## src/rtl/fan_mode_ctrl_if.sv

```systemverilog
// Button/tick inputs and mode outputs of the fan mode controller.
// master drives buttons and the 1 Hz tick; slave is the controller itself.
interface fan_mode_ctrl_if #(
   parameter int CNT_W = 7
);
   logic             tick_1hz;
   logic             power_on;
   logic             menu_btn;
   logic             mode1_btn;
   logic             mode2_btn;
   logic             mode3_btn;
   logic [2:0]       mode_state;
   logic [CNT_W-1:0] countdown_sec;
   logic             countdown_active;
   logic             hurricane_used;
   logic             menu_open;

   modport master (
      output tick_1hz, power_on, menu_btn, mode1_btn, mode2_btn, mode3_btn,
      input  mode_state, countdown_sec, countdown_active, hurricane_used, menu_open
   );

   modport slave (
      input  tick_1hz, power_on, menu_btn, mode1_btn, mode2_btn, mode3_btn,
      output mode_state, countdown_sec, countdown_active, hurricane_used, menu_open
   );
endinterface

```

## src/rtl/fan_mode_ctrl.sv

```systemverilog
// Hood fan gear FSM: button edges -> standby/gear1/gear2/hurricane/purge with countdowns.
// Press-to-mode_state latency 2 cycles (edge reg + state reg); no backpressure, events never stall.
module fan_mode_ctrl #(
   parameter int HURRICANE_SECS = 60,
   parameter int PURGE_SECS     = 60,
   parameter int CNT_W          = 7
) (
   input  logic           clk,
   input  logic           rst,
   fan_mode_ctrl_if.slave bus
);

   typedef enum logic [2:0] {
      S_OFF,
      S_STANDBY,
      S_GEAR1,
      S_GEAR2,
      S_HURR,
      S_PURGE
   } state_t;

   localparam logic [CNT_W-1:0] HURR_LOAD  = CNT_W'(HURRICANE_SECS);
   localparam logic [CNT_W-1:0] PURGE_LOAD = CNT_W'(PURGE_SECS);
   localparam logic [CNT_W-1:0] CNT_ONE    = CNT_W'(1);

   state_t           state_q, state_nxt;
   logic [CNT_W-1:0] cnt_q, cnt_nxt;
   logic             used_q, used_nxt;
   logic             menu_q, menu_nxt;
   logic [2:0]       mode_q;
   logic             act_q;

   // Bit order {menu, mode3, mode2, mode1} doubles as press priority order.
   logic [3:0] btn_lvl;
   logic [3:0] btn_prev;
   logic [3:0] press_q;
   logic       p_menu, p_m3, p_m2, p_m1;

   assign btn_lvl = {bus.menu_btn, bus.mode3_btn, bus.mode2_btn, bus.mode1_btn};

   // Previous levels reset high so a button held through reset is not a press.
   always_ff @(posedge clk or posedge rst) begin
      if (rst) begin
         btn_prev <= 4'hF;
         press_q  <= 4'h0;
      end else begin
         btn_prev <= btn_lvl;
         press_q  <= btn_lvl & ~btn_prev;
      end
   end

   always_comb begin
      p_menu = press_q[3];
      p_m3   = press_q[2] & ~press_q[3];
      p_m2   = press_q[1] & ~press_q[3] & ~press_q[2];
      p_m1   = press_q[0] & ~press_q[3] & ~press_q[2] & ~press_q[1];
   end

   function automatic logic [2:0] mode_enc(input state_t s);
      case (s)
         S_GEAR1: mode_enc = 3'd1;
         S_GEAR2: mode_enc = 3'd2;
         S_HURR:  mode_enc = 3'd3;
         S_PURGE: mode_enc = 3'd4;
         default: mode_enc = 3'd0;
      endcase
   endfunction

   always_ff @(posedge clk or posedge rst) begin
      if (rst) begin
         state_q <= S_OFF;
         cnt_q   <= '0;
         used_q  <= 1'b0;
         menu_q  <= 1'b0;
         mode_q  <= 3'd0;
         act_q   <= 1'b0;
      end else begin
         state_q <= state_nxt;
         cnt_q   <= cnt_nxt;
         used_q  <= used_nxt;
         menu_q  <= menu_nxt;
         mode_q  <= mode_enc(state_nxt);
         act_q   <= (state_nxt == S_HURR) || (state_nxt == S_PURGE);
      end
   end

   always_comb begin
      state_nxt = state_q;
      cnt_nxt   = cnt_q;
      used_nxt  = used_q;
      menu_nxt  = menu_q;
      // Power loss overrides any pending press or tick.
      if (!bus.power_on) begin
         state_nxt = S_OFF;
         cnt_nxt   = '0;
         used_nxt  = 1'b0;
         menu_nxt  = 1'b0;
      end else begin
         case (state_q)
            S_OFF: begin
               state_nxt = S_STANDBY;
            end
            S_STANDBY: begin
               if (p_menu) begin
                  menu_nxt = ~menu_q;
               end else if (menu_q) begin
                  if (p_m3 && !used_q) begin
                     state_nxt = S_HURR;
                     cnt_nxt   = HURR_LOAD;
                     used_nxt  = 1'b1;
                     menu_nxt  = 1'b0;
                  end else if (p_m2) begin
                     state_nxt = S_GEAR2;
                     menu_nxt  = 1'b0;
                  end else if (p_m1) begin
                     state_nxt = S_GEAR1;
                     menu_nxt  = 1'b0;
                  end
               end
            end
            S_GEAR1, S_GEAR2: begin
               if (p_menu) begin
                  state_nxt = S_STANDBY;
               end else if (p_m2) begin
                  state_nxt = S_GEAR2;
               end else if (p_m1) begin
                  state_nxt = S_GEAR1;
               end
            end
            S_HURR: begin
               // A press-driven reload is never decremented by a coincident tick.
               if (p_menu) begin
                  state_nxt = S_PURGE;
                  cnt_nxt   = PURGE_LOAD;
               end else if (bus.tick_1hz) begin
                  if (cnt_q == CNT_ONE) begin
                     state_nxt = S_GEAR2;
                     cnt_nxt   = '0;
                  end else begin
                     cnt_nxt = cnt_q - CNT_ONE;
                  end
               end
            end
            S_PURGE: begin
               if (bus.tick_1hz) begin
                  if (cnt_q == CNT_ONE) begin
                     state_nxt = S_STANDBY;
                     cnt_nxt   = '0;
                     menu_nxt  = 1'b0;
                  end else begin
                     cnt_nxt = cnt_q - CNT_ONE;
                  end
               end
            end
            default: begin
               state_nxt = S_OFF;
               cnt_nxt   = '0;
               menu_nxt  = 1'b0;
            end
         endcase
      end
   end

   assign bus.mode_state       = mode_q;
   assign bus.countdown_sec    = cnt_q;
   assign bus.countdown_active = act_q;
   assign bus.hurricane_used   = used_q;
   assign bus.menu_open        = menu_q;

endmodule

```

## src/flat_wrapper.sv

```systemverilog
// flat-port wrapper written by rule: the top's interface ports become plain ports
module fan_mode_ctrl_flat 
#(
   parameter int HURRICANE_SECS = 60,
   parameter int PURGE_SECS     = 60,
   parameter int CNT_W          = 7
)
  (clk, rst, bus_tick_1hz, bus_power_on, bus_menu_btn, bus_mode1_btn, bus_mode2_btn, bus_mode3_btn, bus_mode_state, bus_countdown_sec, bus_countdown_active, bus_hurricane_used, bus_menu_open);
  fan_mode_ctrl_if #(.CNT_W(CNT_W)) bus_i ();
  input  logic clk;
  input  logic rst;
  input wire logic [$bits(bus_i.tick_1hz)-1:0] bus_tick_1hz;
  input wire logic [$bits(bus_i.power_on)-1:0] bus_power_on;
  input wire logic [$bits(bus_i.menu_btn)-1:0] bus_menu_btn;
  input wire logic [$bits(bus_i.mode1_btn)-1:0] bus_mode1_btn;
  input wire logic [$bits(bus_i.mode2_btn)-1:0] bus_mode2_btn;
  input wire logic [$bits(bus_i.mode3_btn)-1:0] bus_mode3_btn;
  output wire logic [$bits(bus_i.mode_state)-1:0] bus_mode_state;
  output wire logic [$bits(bus_i.countdown_sec)-1:0] bus_countdown_sec;
  output wire logic [$bits(bus_i.countdown_active)-1:0] bus_countdown_active;
  output wire logic [$bits(bus_i.hurricane_used)-1:0] bus_hurricane_used;
  output wire logic [$bits(bus_i.menu_open)-1:0] bus_menu_open;
  assign bus_i.tick_1hz = bus_tick_1hz;
  assign bus_i.power_on = bus_power_on;
  assign bus_i.menu_btn = bus_menu_btn;
  assign bus_i.mode1_btn = bus_mode1_btn;
  assign bus_i.mode2_btn = bus_mode2_btn;
  assign bus_i.mode3_btn = bus_mode3_btn;
  assign bus_mode_state = bus_i.mode_state;
  assign bus_countdown_sec = bus_i.countdown_sec;
  assign bus_countdown_active = bus_i.countdown_active;
  assign bus_hurricane_used = bus_i.hurricane_used;
  assign bus_menu_open = bus_i.menu_open;
  fan_mode_ctrl #(.HURRICANE_SECS(HURRICANE_SECS), .PURGE_SECS(PURGE_SECS), .CNT_W(CNT_W)) u_core (.clk(clk), .rst(rst), .bus(bus_i));
endmodule
```

## config.mk

```make
export PLATFORM = sky130hd
export DESIGN_NAME = fan_mode_ctrl_flat
export DESIGN_NICKNAME = d
export VERILOG_FILES = /design/src/rtl/fan_mode_ctrl_if.sv /design/src/rtl/fan_mode_ctrl.sv /design/src/flat_wrapper.sv
export SDC_FILE = /design/constraint.sdc
export NUM_CORES = 1
export LEC_CHECK = 0
export BUFFER_PORTS_ARGS = -buffer_cell sky130_fd_sc_hd__clkbuf_2
export CAP_MARGIN = 20
export CORE_MARGIN = 10
export CORE_UTILIZATION = 55
export CTS_BUF_LIST = sky130_fd_sc_hd__clkbuf_8 sky130_fd_sc_hd__clkbuf_16
export DETAILED_ROUTE_END_ITERATION = 8
export HOLD_SLACK_MARGIN = 0.15
export PLACE_DENSITY = 0.78
export SETUP_SLACK_MARGIN = 0.4
export SLEW_MARGIN = 40
export SYNTH_ARGS = -nofsm -noshare
export SYNTH_HDL_FRONTEND = slang
export SYNTH_SLANG_ARGS = --single-unit
```

## constraint.sdc

```tcl
create_clock -name clk -period 2.45 [get_ports clk]
set_clock_uncertainty 0.1 [all_clocks]
set_input_delay 0.1225 -clock clk [delete_from_list [all_inputs] [get_ports clk]]
set_output_delay 0.1225 -clock clk [all_outputs]
set_load 0.02 [all_outputs]
```

== Yosys cells after proc, flatten, opt, wreduce, memory -nomap -nowiden ==
Index checks and enable logic that the tools add are counted.

* Word-level logic and storage cells: 88
* Output and inout bits: 13
* Register bits after elaboration: 24
* Input bits: 8

* Bitwise operators: 12
* Add/subtract/negate cells: 1
* Muxes and demuxes: 36
* Equality and inequality tests: 21
* Reductions and logical operators: 10

{| class="wikitable"
|+ Operators with widths
! kind !! number
|-
| $mux 7 || 7
|-
| $mux 3 || 12
|-
| $pmux 7 s4 || 1
|-
| $pmux 3 s5 || 1
|-
| $mux 1 || 13
|-
| $eq 3x2->1 const B || 4
|-
| $eq 3x3->1 const B || 4
|-
| $pmux 3 s4 || 1
|-
| $ne 3x2->1 const B || 3
|-
| $reduce_and 4->1 || 2
|-
| $eq 7x1->1 const B || 1
|-
| $sub 7x1->7 const B || 1
|-
| $and 1x1->1 || 6
|-
| $ne 2x1->1 const B || 3
|-
| $ne 2x2->1 const B || 3
|-
| $ne 3x3->1 const B || 2
|-
| $and 4x4->4 || 1
|-
| $not 1->1 || 4
|-
| $not 4->4 || 1
|-
| $reduce_or 4->1 || 1
|-
| $eq 3x1->1 const B || 1
|-
| $logic_not 3->1 || 1
|-
| $pmux 1 s3 || 1
|-
| $reduce_and 3->1 || 1
|-
| 5 further kinds || 5
|}

== Logic depth before layout (Yosys ltp) ==
Gate-level depths: netlist of the first run.

* Word-level depth: 13
* Gate-level depth with buffers: 7
* Mapped depth without buffers: 7

== Worst setup path before layout of the first run ==
OpenSTA, ideal clock, no wires.

* Path type: register to register
* From: register u_core.cnt_q[1] (netlist: u_core.bus.countdown_sec[1])
* To: register u_core.mode_q[1] (netlist: u_core.bus.mode_state[1])
* Slack: 0.433 ns
* Required time: 2.223 ns
* Clock period less this slack: 2.017 ns
* Cell stages (with the launch flop): 8
* Arrival time: 1.789 ns
* Setup time: 0.127 ns
* Path through: dfrtp_1 inv_1 ha_1 nand4bb_1 or2_4 a221oi_1 a211oi_1 mux2_1

* Cells in the longest elaborated chain, start to end: 8
* Elaborated cells on any way between the ends: 13

{| class="wikitable"
|+ Ends and longest elaborated chain
! item !! line !! RTL
|-
| from (decl) || fan_mode_ctrl.sv:27 || <nowiki>logic [CNT_W-1:0] cnt_q, cnt_nxt;</nowiki>
|-
| from (signal assigned) || fan_mode_ctrl.sv:79 || <nowiki>cnt_q <= cnt_nxt;</nowiki>
|-
| $eq 7x1->1 (*) || fan_mode_ctrl.sv:136, fan_mode_ctrl.sv:146 ||
|-
| $mux 3 || fan_mode_ctrl.sv:136 || <nowiki>if (cnt_q == CNT_ONE) begin</nowiki>
|-
| $mux 3 || fan_mode_ctrl.sv:135 || <nowiki>end else if (bus.tick_1hz) begin</nowiki>
|-
| $mux 3 || fan_mode_ctrl.sv:132 || <nowiki>if (p_menu) begin</nowiki>
|-
| $pmux 3 s5 (*) || fan_mode_ctrl.sv:99 || <nowiki>case (state_q)</nowiki>
|-
| $mux 3 (*) || fan_mode_ctrl.sv:93 || <nowiki>if (!bus.power_on) begin</nowiki>
|-
| $eq 3x3->1 or $eq 3x2->1 (tied branches) || fan_mode_ctrl.sv:60 || <nowiki>case (s)</nowiki>
|-
| $pmux 3 s4 (*) || fan_mode_ctrl.sv:60 ||
|-
| to (signal assigned) || fan_mode_ctrl.sv:82 || <nowiki>mode_q <= mode_enc(state_nxt);</nowiki>
|-
| to (decl) || fan_mode_ctrl.sv:30 || <nowiki>logic [2:0] mode_q;</nowiki>
|}

Mark *: on every way between the ends. The rest lies on a longest branch, timed or not.
A chain may end at the register's enable or synchronous reset.

== Worst setup path after layout of the first run ==
* From: register u_core.cnt_q[0] (netlist: u_core.bus.countdown_sec[0])
* To: register u_core.cnt_q[5] (netlist: u_core.bus.countdown_sec[5])

* Cells in the longest elaborated chain, start to end: 6
* Elaborated cells on any way between the ends: 7

{| class="wikitable"
|+ Ends and longest elaborated chain
! item !! line
|-
| $sub 7x1->7 or $eq 7x1->1 (tied branches) || n/a
|-
| $mux 7 (*) || fan_mode_ctrl.sv:136, fan_mode_ctrl.sv:146
|-
| $mux 7 (*) || fan_mode_ctrl.sv:135
|-
| $mux 7 || fan_mode_ctrl.sv:132
|-
| $pmux 7 s4 (*) || fan_mode_ctrl.sv:99
|-
| $mux 7 (*) || fan_mode_ctrl.sv:93
|}

Marks and branches as above.

==> out/results.tsv, run 1 <==
stage	metric	value	unit
outcome	status	complete, no violations	
setup_path	required	2.51	ns
timing	tightest_slew	0.599	ns
detailed_routing	drc	0	
timing	fmax	485	MHz
placed_design	portBuffers	20	
global_routing	grt_start_max_net_pins	25	
worst_hold_path	hp-class	in2async	
yosys	syn_area	0.00131	mm²
detailed_routing	vias_per_cell	5.88	
timing	whs	0.300	ns
setup_path	critPathLaunchType	flip-flop	
setup_path	worstPathArrival	2.12	ns
floorplan	die_h	68.8	µm
clock_tree	cts_tree	built	
placed_design	dp_hpwl	1980	µm
yosys	synth_ff_type	dfrtp_1	
global_routing	grt_pass1_vias	1112	
floorplan	dieArea	0.00473	mm²
global_routing	grt_use_total	0.143	
layout	seq_area	607	µm²
setup_path	crit_path_max_incr_delay	0.49	ns
floorplan	core_area	0.00223	mm²
power	total_power	1.13	mW
yosys	seq_area_frac_synth	0.463	
global_routing	grt_pass1_wl	5260	µm
timing	maxSlewViolCount	0	
clock_tree	cts.htree.levels	1	
floorplan	die_x	68.8	µm
power	peakVddDrop	0.508	mV
yosys	ys_seq_elements	24	
global_routing	grt-ovfl-total	0	
yosys	synth_nets	131	
layout	design_area	0.00171	mm²
floorplan	initial_utilization	0.585	
placed_design	place_area	0.00143	mm²
detailed_routing	topRoutingLayerUsed	met4	
detailed_routing	met1_length	1300	µm
detailed_routing	wl_met2	1610	µm
clock_tree	cts_root_buf	clkbuf_8	
detailed_routing	met3WireLength	211	µm
detailed_routing	dr.pass1.iters	4	
yosys	synth_cell_types	54	
yosys	postSynthCellCount	121	
setup_path	critPathKind	reg2reg	
global_routing	antenna_found_initial	0	
layout	nets	168	
detailed_routing	ant_nets	0	
power	p_leak	0.770	nW
floorplan	floorplan.rows	17	
timing	finalCritPeriodShare	0.841	
timing	period_needed	2.06	ns
timing	hold_viol_final	0	
timing	max_slew_margin	0.600	
job	drv_cap	0	
clock_tree	cts.sinks	24	
yosys	synth_edf_count	0	
layout	nFillCells	149	
layout	drive_above_1_share	0.389	
setup_path	critPathMaxFanout	3	
yosys	yosysWarnings	0	
power	power.density	664	mW/mm²
timing	rsz0062_at_grt	true	
clock_tree	clk_latency	0.27	ns
layout	syn_to_final_growth	30.5	%
clock_tree	numCtsBuffers	3	
clock_tree	clockBufferDepth	2	
placed_design	gp_congestion	0.893	
timing	tns	0	ns
detailed_routing	drtIter0Drc	88	
layout	multi_input_area	731	µm²
detailed_routing	routed_wl	3170	µm
timing	setup_violations	0	
setup_path	endpoint_kind	flip-flop	
setup_path	path_cells	buf_4 > or4b_4 > or2_4 > o21ai_1 > o21ai_0 > a32o_1	
clock_tree	path_clk_slew	0.09	ns
detailed_routing	vias	1088	
yosys	syn_avg_cell_area	10.8	µm²
layout	insertedDiodeCount	0	
setup_path	cp_slowest_cell	or4b_4	
yosys	synth_async_sr_flop_share	1.00	
detailed_routing	wl_per_cell	17.1	µm
floorplan	ioPinCount	21	
[worst max-delay path, delay by kind of cell (launching register included)]
family	cells	cell delay, ns
buffers and inverters	1	0.17
DFF	1	0.45
and+or+nand+nor	2	0.74
AOI/OAI and AO/OA	3	0.49
[final timing paths]
path / from / end / slack [ns] / cells after the start
worst min register to register: u_core.btn_prev[1] / u_core.press_q[1] / 0.39 / 1
worst max-delay path: u_core.bus.countdown_sec[0] / u_core.bus.countdown_sec[5] / 0.39 / 6
max in group asynchronous: rst / u_core.state_q[0] / 1.59 / 3
worst max register to register: u_core.bus.countdown_sec[0] / u_core.bus.countdown_sec[5] / 0.39 / 6
min in group clk: bus_menu_btn / u_core.btn_prev[3] / 0.39 / 2
worst min-delay path: rst / u_core.bus.countdown_sec[1] / 0.30 / 3
[cell usage after synthesis (2+ instances only)]
cell,count,area [µm²]
ha_1,2,25.0
dfrtp_1,20,500
a211oi_1,2,15.0
inv_1,6,22.5
o21ai_1,4,20.0
a21oi_1,7,35.0
nand2b_1,4,25.0
nand2_1,7,26.3
o21ai_0,3,15.0
nor2b_1,10,62.6
dfstp_2,4,105
nor2_1,9,33.8
nand3b_1,2,15.0
[what timing repair did]
action | in CTS | in global routing
hold buffers | 7 | 0
gates resized for setup | 5 | 12
setup buffers | 4 | 3
hold endpoints to repair | 40 | 0
pin swaps | 2 | 4
endpoints found under the setup margin | 1 | 3
[routing by layer]
metal | up-vias | global-route usage
met3 | 8 | 0.0370
met2 | 38 | 0.241
li1 | 505 | -
met4 | 0 | 0.0591
met1 | 537 | 0.171
met5 | - | 0
[registers in the layout (all words and copies together), names as in the netlist]
| register | cells |
|---|---|
| u_core.press_q | 4 |
| u_core.bus.hurricane_used | 1 |
| u_core.bus.mode_state | 3 |
| u_core.state_q | 3 |
| u_core.btn_prev | 4 |
| u_core.bus.countdown_sec | 7 |
| u_core.bus.countdown_active | 1 |
| u_core.bus.menu_open | 1 |
[power by group]
part	switching (mW)	leakage, nW	internal (mW)
sequential	0.0423	0.307	0.431
combinational	0.166	0.428	0.143
clock	0.132	0.0357	0.218
[kinds of logic (layout without fill, tap and decap cells)]
family / Yosys count / in the layout / share of synthesized area
XOR/XNOR: 1 / 1 / 0.00670
multiplexers: 2 / 2 / 0.0163
buffers and inverters: 10 / 46 / 0.0402
AND/OR/NAND/NOR: 49 / 49 / 0.260
AO/OA/AOI/OAI: 33 / 33 / 0.194
flip-flops: 24 / 24 / 0.463
adder cells (fa/ha/maj): 2 / 2 / 0.0191
[placed cells by master (no fill, tap or decap), types with 2 or more instances in the layout]
cell type,instances
clkbuf_2,19
dfrtp_1,19
nor2b_1,10
nor2_1,9
buf_4,9
nand2_1,7
a21oi_1,7
dlygate4sd3_1,7
inv_1,4
nand2b_1,4
o21ai_1,4
dfstp_2,4
o21ai_0,3
clkbuf_8,3
or3_4,2
nand3b_1,2
nor4b_4,2
or2_4,2
inv_2,2
[per-stage QoR]
step / std cells / util / setup slack (ns)
2_1_floorplan: 121 / - / 0.433
3_3_place_gp: 167 / 0.639 / 0.443
3_5_place_dp: 167 / 0.639 / 0.340
4_1_cts: 182 / 0.731 / 0.405
5_1_grt: 185 / 0.764 / 0.356
6_report: 185 / 0.764 / 0.389
[cell type report]
| type | count | area share |
|---|---|---|
| clock buffer | 3 | 0.0242 |
| clock inverter | 1 | 0.0176 |
| inverter | 6 | 0.0132 |
| multi-input combinational | 87 | 0.428 |
| sequential | 24 | 0.356 |
| tap | 28 | 0.0205 |
| timing repair buffer | 36 | 0.141 |
(Power assumes the default switching activity.)
==> inputs of run 2 (changes only) <==
==> constraint.sdc (replaced) <==
create_clock -name clk -period 2.1 [get_ports clk]
set_clock_uncertainty 0.1 [all_clocks]
set_input_delay 0.105 -clock clk [delete_from_list [all_inputs] [get_ports clk]]
set_output_delay 0.105 -clock clk [all_outputs]
set_load 0.02 [all_outputs]
==> run 2 against run 1 <==
Cell count grew 10%. Design area grew 13%. Critical endpoint is now u_core.bus.mode_state[1]. Critical path depth grew 1. Sequential power grew 16%. Flip-flop and latch count is the same. Worst hold slack lost 0.086 ns. Global-route usage grew 2.4 points.
==> out/results.tsv, run 2 (synthesized netlist as in run 1, its figures left out) <==
stage	metric	value	unit	change
outcome	status	complete, no violations		
global_routing	grt_start_max_net_pins	16		-36%
timing	finalCritPeriodShare	0.984		+0.143
placed_design	dpl.cell_count	172		+3.0%
power	peakVddDrop	0.795	mV	+56%
detailed_routing	drc	0		unchanged
layout	mostFrequentLayoutCells	buf_4, clkbuf_2, dfrtp_1		
floorplan	core_area	0.00223	mm²	unchanged
global_routing	antenna_found_initial	0		unchanged
detailed_routing	vias_per_cell	6.30		+7.2%
global_routing	grt_pass1_wl	5920	µm	+13%
clock_tree	cts.sinks	24		unchanged
placed_design	post-place-ws	0.0569	ns	-0.283 ns
detailed_routing	drtIter0Drc	165		+88%
timing	maxSlewViolCount	0		unchanged
setup_path	endpoint_kind	flip-flop		
floorplan	initial_utilization	0.585		unchanged
floorplan	floorplan.rows	17		unchanged
power	power.density	714	mW/mm²	+7.6%
setup_path	critPathKind	reg2reg		
floorplan	die_x	68.8	µm	unchanged
clock_tree	cts_root_buf	clkbuf_8		
layout	final_util	0.861		+0.0964
global_routing	grt_use_total	0.167		+0.0235
detailed_routing	routed_wl	4530	µm	+43%
placed_design	dp_hpwl	2250	µm	+14%
global_routing	grt-ovfl-total	0		unchanged
timing	rsz0062_at_grt	true		
placed_design	portBuffers	20		unchanged
setup_path	path_cells	inv_4 > ha_4 > nand4bb_1 > or2_4 > a221oi_4 > a211oi_4 > mux2_4		
clock_tree	clockBufferDepth	2		unchanged
detailed_routing	vias	1286		+18%
power	p_leak	0.855	nW	+11%
layout	insertedDiodeCount	0		unchanged
worst_hold_path	hp-class	in2reg		
clock_tree	clk_latency	0.27	ns	about the same
detailed_routing	dr.pass1.iters	5		+1
timing	setup_violations	0		unchanged
timing	fmax	484	MHz	-0.28%
layout	drive_above_1_share	0.540		+0.151
clock_tree	numCtsBuffers	3		unchanged
layout	layout_commonest_cell	buf_4		
timing	tns	0	ns	unchanged
timing	postLayoutSetupSlackWorst	0.0327	ns	-0.356 ns
placed_design	gp_congestion	0.829		-7.2%
setup_path	required	2.16	ns	-0.35 ns
detailed_routing	ant_nets	0		unchanged
clock_tree	cts.htree.levels	1		unchanged
timing	tightest_slew	0.468	ns	-0.131 ns
job	drv_cap	0		unchanged
floorplan	die_h	68.8	µm	unchanged
layout	largest_reg_flops	7		unchanged
layout	nets	187		+11%
setup_path	worstPathArrival	2.12	ns	about the same
setup_path	cp_slowest_cell	dfrtp_2		
global_routing	grt_pass1_vias	1216		+9.4%
detailed_routing	wl_per_cell	22.2	µm	+30%
timing	max_slew_margin	0.688		+0.0871
layout	nFillCells	92		-38%
clock_tree	cts_tree	built		
layout	final_cells	204		+10%
timing	period_needed	2.07	ns	+0.00584 ns
timing	hold_viol_final	0		unchanged
setup_path	crit_path_max_incr_delay	0.44	ns	-0.05 ns
clock_tree	path_clk_slew	0.09	ns	about the same
floorplan	dieArea	0.00473	mm²	unchanged
setup_path	critPathLaunchType	flip-flop		
floorplan	ioPinCount	21		unchanged
setup_path	critPathMaxFanout	4		+1
layout	syn_to_final_growth	47.0	%	
-- run 2: cell count changes in the layout (fill, tap and decap cells not counted), moves of 3 or more --
cell	change
dfrtp_2	+6
a21oi_1	-3
a21oi_2	+3
buf_4	+14
dfrtp_1	-6
buf_6	+3
-- run 2: metrics by stage --
step           hold WS, ns  total power [mW]  cell area (µm²)
6_report             0.214              1.37             1920
5_1_grt              0.217              1.43             1920
4_1_cts              0.162              1.29             1830
3_5_place_dp      -0.00134             0.868             1500
3_3_place_gp       -0.0184             0.854             1500
2_1_floorplan      0.00948             0.774             1350
-- run 2: repair_timing --
item / in CTS / in global routing
setup buffers: 14 / 5
gates resized for setup: 16 / 16
pin swaps: 12 / 8
endpoints found under the hold margin: 33 / 0
setup endpoints to repair: 13 / 15
hold buffers: 9 / 0
cloned: 0 / 0
-- run 2: critical path: cells and delay by family (launching register included) --
family	cells	cell delay, ns
and+or+nand+nor	2	0.44
DFF	1	0.44
buffers and inverters	1	0.08
AOI/OAI and AO/OA	2	0.43
adders and majority gates	1	0.13
muxes	1	0.32
-- run 2: report_power, final --
part / switching [mW] / total [mW] / internal [mW]
Clock: 0.157 / 0.325 / 0.168
Combinational: 0.263 / 0.498 / 0.235
Sequential: 0.0446 / 0.550 / 0.505
Total: 0.465 / 1.37 / 0.908
-- run 2: metal layers --
layer  GRT usage  vias to the layer above  part of all wire
met2       0.283                       81              0.50
met4      0.0493                        0             0.041
li1            -                      544                 -
met3      0.0435                       20             0.078
met1       0.203                      641              0.38
met5           0                        -                 0
-- run 2: area by class of cell --
| class | count | area (µm²) | area share |
|---|---|---|---|
| clock buffer | 4 | 55.1 | 0.0286 |
| inverter | 6 | 25.0 | 0.0130 |
| multi-input combinational | 87 | 796 | 0.414 |
| sequential | 24 | 614 | 0.320 |
| tap | 28 | 35.0 | 0.0182 |
| timing repair buffer | 55 | 397 | 0.206 |
-- run 2: path summary, 6_finish.rpt --
path	cells after the start	startpoint	end	slack, ns
max	7	u_core.bus.countdown_sec[1]	u_core.bus.mode_state[1]	0.03
min	3	bus_tick_1hz	u_core.bus.countdown_sec[2]	0.21
max reg2reg	7	u_core.bus.countdown_sec[1]	u_core.bus.mode_state[1]	0.03
min reg2reg	1	u_core.btn_prev[3]	u_core.press_q[3]	0.40
max in group asynchronous	4	rst	u_core.btn_prev[0]	1.00
min in group asynchronous	3	rst	u_core.bus.countdown_sec[0]	0.27
==> inputs of run 3 (changes only) <==
--- a/config.mk
+++ b/config.mk
@@ -5,7 +5,7 @@
 export SDC_FILE = /design/constraint.sdc
 export NUM_CORES = 1
 export LEC_CHECK = 0
-export BUFFER_PORTS_ARGS = -buffer_cell sky130_fd_sc_hd__clkbuf_2
+export BUFFER_PORTS_ARGS = -buffer_cell sky130_fd_sc_hd__buf_2
 export CAP_MARGIN = 20
 export CORE_MARGIN = 10
 export CORE_UTILIZATION = 55
==> run 3 against run 2 <==
Die area did not move. Core utilization is 5.5 points lower. Worst hold slack got worse by 0.12 ns. Count of clock-buffer cells in the layout fell by 1. Critical path type unchanged. Largest power group unchanged. Highest routed layer unchanged.
==> out/results.tsv, run 3 (synthesized netlist as in run 1, its figures left out) <==
stage	metric	value	unit	change
floorplan	core_area	0.00223	mm²	unchanged
power	clkPwrFrac	0.219		-0.018
power	total_power	1.26	mW	-8.3%
worst_hold_path	hold_path_depth	2		-1
timing	tns	0	ns	unchanged
detailed_routing	vias	1125		-13%
setup_path	rr_worst_depth	5		-2
global_routing	grt-ovfl-total	0		unchanged
placed_design	place_area	0.00150	mm²	unchanged
placed_design	portBuffers	20		unchanged
setup_path	endpoint_kind	flip-flop		
clock_tree	path_clk_slew	0.08	ns	about the same
setup_path	critPathLaunchType	flip-flop		
layout	largest_reg_flops	7		unchanged
setup_path	critPathKind	reg2reg		
detailed_routing	vias_per_cell	5.86		-7.1%
power	switching_share	0.331		-0.00729
job	drv_cap	0		unchanged
layout	syn_to_final_growth	37.5	%	
timing	hold_viol_final	0		unchanged
clock_tree	cts_root_buf	clkbuf_8		
clock_tree	clockBufferDepth	2		unchanged
global_routing	grt_start_max_net_pins	16		unchanged
setup_path	r2r-start	u_core.bus.countdown_sec[3]		
setup_path	required	2.16	ns	about the same
power	peakVddDrop	0.661	mV	-17%
worst_hold_path	min_from	bus_power_on		
placed_design	gp_congestion	0.827		-0.14%
setup_path	ff2ff_setup_slack	0.09	ns	+0.06 ns
layout	mostFrequentLayoutCells	buf_2, buf_4, dfrtp_1		
layout	nets	175		-6.4%
power	power.switching	417	µW	-10%
worst_hold_path	hold_end	u_core.bus.hurricane_used		
timing	rsz0062_at_grt	true		
global_routing	antenna_found_initial	0		unchanged
global_routing	grt_pass1_wl	5590	µm	-5.6%
timing	finalCritPeriodShare	0.955		-0.0290
placed_design	post-place-ws	0.0907	ns	+0.0338 ns
power	seq_power_share	0.438		+0.037
setup_path	worstPathArrival	2.06	ns	-0.06 ns
clock_tree	cts_tree	built		
detailed_routing	drc	0		unchanged
global_routing	grt_pass1_vias	1154		-5.1%
timing	maxSlewViolCount	0		unchanged
timing	tightest_slew	0.433	ns	-0.0356 ns
setup_path	reg2reg_to	u_core.bus.mode_state[1]		
detailed_routing	dr.pass1.iters	4		-1
floorplan	floorplan.rows	17		unchanged
floorplan	die_x	68.8	µm	unchanged
placed_design	dpl.cell_count	172		unchanged
clock_tree	cts.htree.levels	1		unchanged
setup_path	critPathMaxFanout	3		-1
power	p_leak	0.801	nW	-6.3%
floorplan	die_h	68.8	µm	unchanged
detailed_routing	wl_per_cell	18.6	µm	-16%
floorplan	initial_utilization	0.585		unchanged
timing	period_needed	2.01	ns	-0.0608 ns
power	p_int	842	µW	-7.3%
clock_tree	cts.sinks	24		unchanged
detailed_routing	routed_wl	3580	µm	-21%
timing	max_slew_margin	0.711		+0.0238
layout	final_cells	192		-5.9%
power	p_comb_frac	0.343		-0.020
clock_tree	hold_buffers	7		-2
floorplan	dieArea	0.00473	mm²	unchanged
timing	setup_violations	0		unchanged
power	power.density	700	mW/mm²	-1.9%
detailed_routing	ant_nets	0		unchanged
layout	insertedDiodeCount	0		unchanged
timing	postLayoutSetupSlackWorst	0.0935	ns	+0.0608 ns
layout	design_area	0.00180	mm²	-6.4%
outcome	status	complete, no violations		
global_routing	grt_use_total	0.156		-0.0108
detailed_routing	drtIter0Drc	63		-62%
worst_hold_path	hp-class	in2reg		
layout	drive_above_1_share	0.500		-0.0398
clock_tree	clk_latency	0.27	ns	about the same
timing	fmax	498	MHz	+3.0%
layout	layout_commonest_cell	buf_2		
floorplan	ioPinCount	21		unchanged
placed_design	dp_hpwl	2210	µm	-1.8%
clock_tree	numCtsBuffers	3		unchanged
-- run 3: worst max-delay path by stage --
stage / slack (ns) / end / start / depth (start not counted)
2_1_floorplan: 0.13 / u_core.bus.mode_state[1] / u_core.bus.countdown_sec[6] / 5
3_3_place_gp: 0.14 / u_core.bus.mode_state[1] / u_core.bus.countdown_sec[1] / 7
3_5_place_dp: 0.09 / u_core.bus.mode_state[1] / u_core.bus.countdown_sec[1] / 7
4_1_cts: 0.12 / u_core.bus.mode_state[1] / u_core.bus.countdown_sec[3] / 5
5_1_grt: 0.03 / u_core.bus.mode_state[1] / u_core.bus.countdown_sec[1] / 7
6_report: 0.09 / u_core.bus.mode_state[1] / u_core.bus.countdown_sec[3] / 5
-- run 3: layer usage --
layer	global-route usage	share of wire	vias up
met5	0	0	-
met4	0.0665	0.015	0
met3	0.0419	0.075	6
met2	0.256	0.51	44
met1	0.189	0.40	555
li1	-	-	520
-- run 3: cell type report --
cell class	count	area [µm²]
clock buffers	3	41.3
clock inverters	1	3.75
fillers	127	435
inverters	6	22.5
multi-input cells	87	774
flip-flops and latches	24	616
well taps	28	35.0
repair buffers	43	305
-- run 3: repair_timing --
action                                  in CTS  in global routing
pin swaps                                    8                  9
resized for setup                           11                 15
setup buffers                                6                  3
hold endpoints to repair                    36                  9
endpoints found under the setup margin      12                 15
-- run 3: per-stage QoR --
step | utilization | hold slack, ns
global placement | 0.673 | -0.00214
floorplan | - | 0.00948
finish | 0.805 | 0.0908
global route | 0.805 | 0.0772
CTS | 0.764 | 0.0593
detailed placement | 0.673 | 0.0181
-- run 3: critical path, cell delays in order, from the launching register on --
cell and delay, ns:
dfrtp_2 0.42, or3_4 0.40, or2_4 0.28, a221oi_4 0.28
a211oi_2 0.08, mux2_1 0.34
-- run 3: power groups by stage --
| stage | registers, mW | clock network, mW | logic (mW) |
|---|---|---|---|
| after detailed placement | 0.559 | 0 | 0.307 |
| after global routing | 0.557 | 0.306 | 0.462 |
| after floorplan | 0.578 | 0 | 0.197 |
| after CTS | 0.544 | 0.286 | 0.372 |
| after global placement | 0.556 | 0 | 0.298 |
| final | 0.552 | 0.276 | 0.431 |
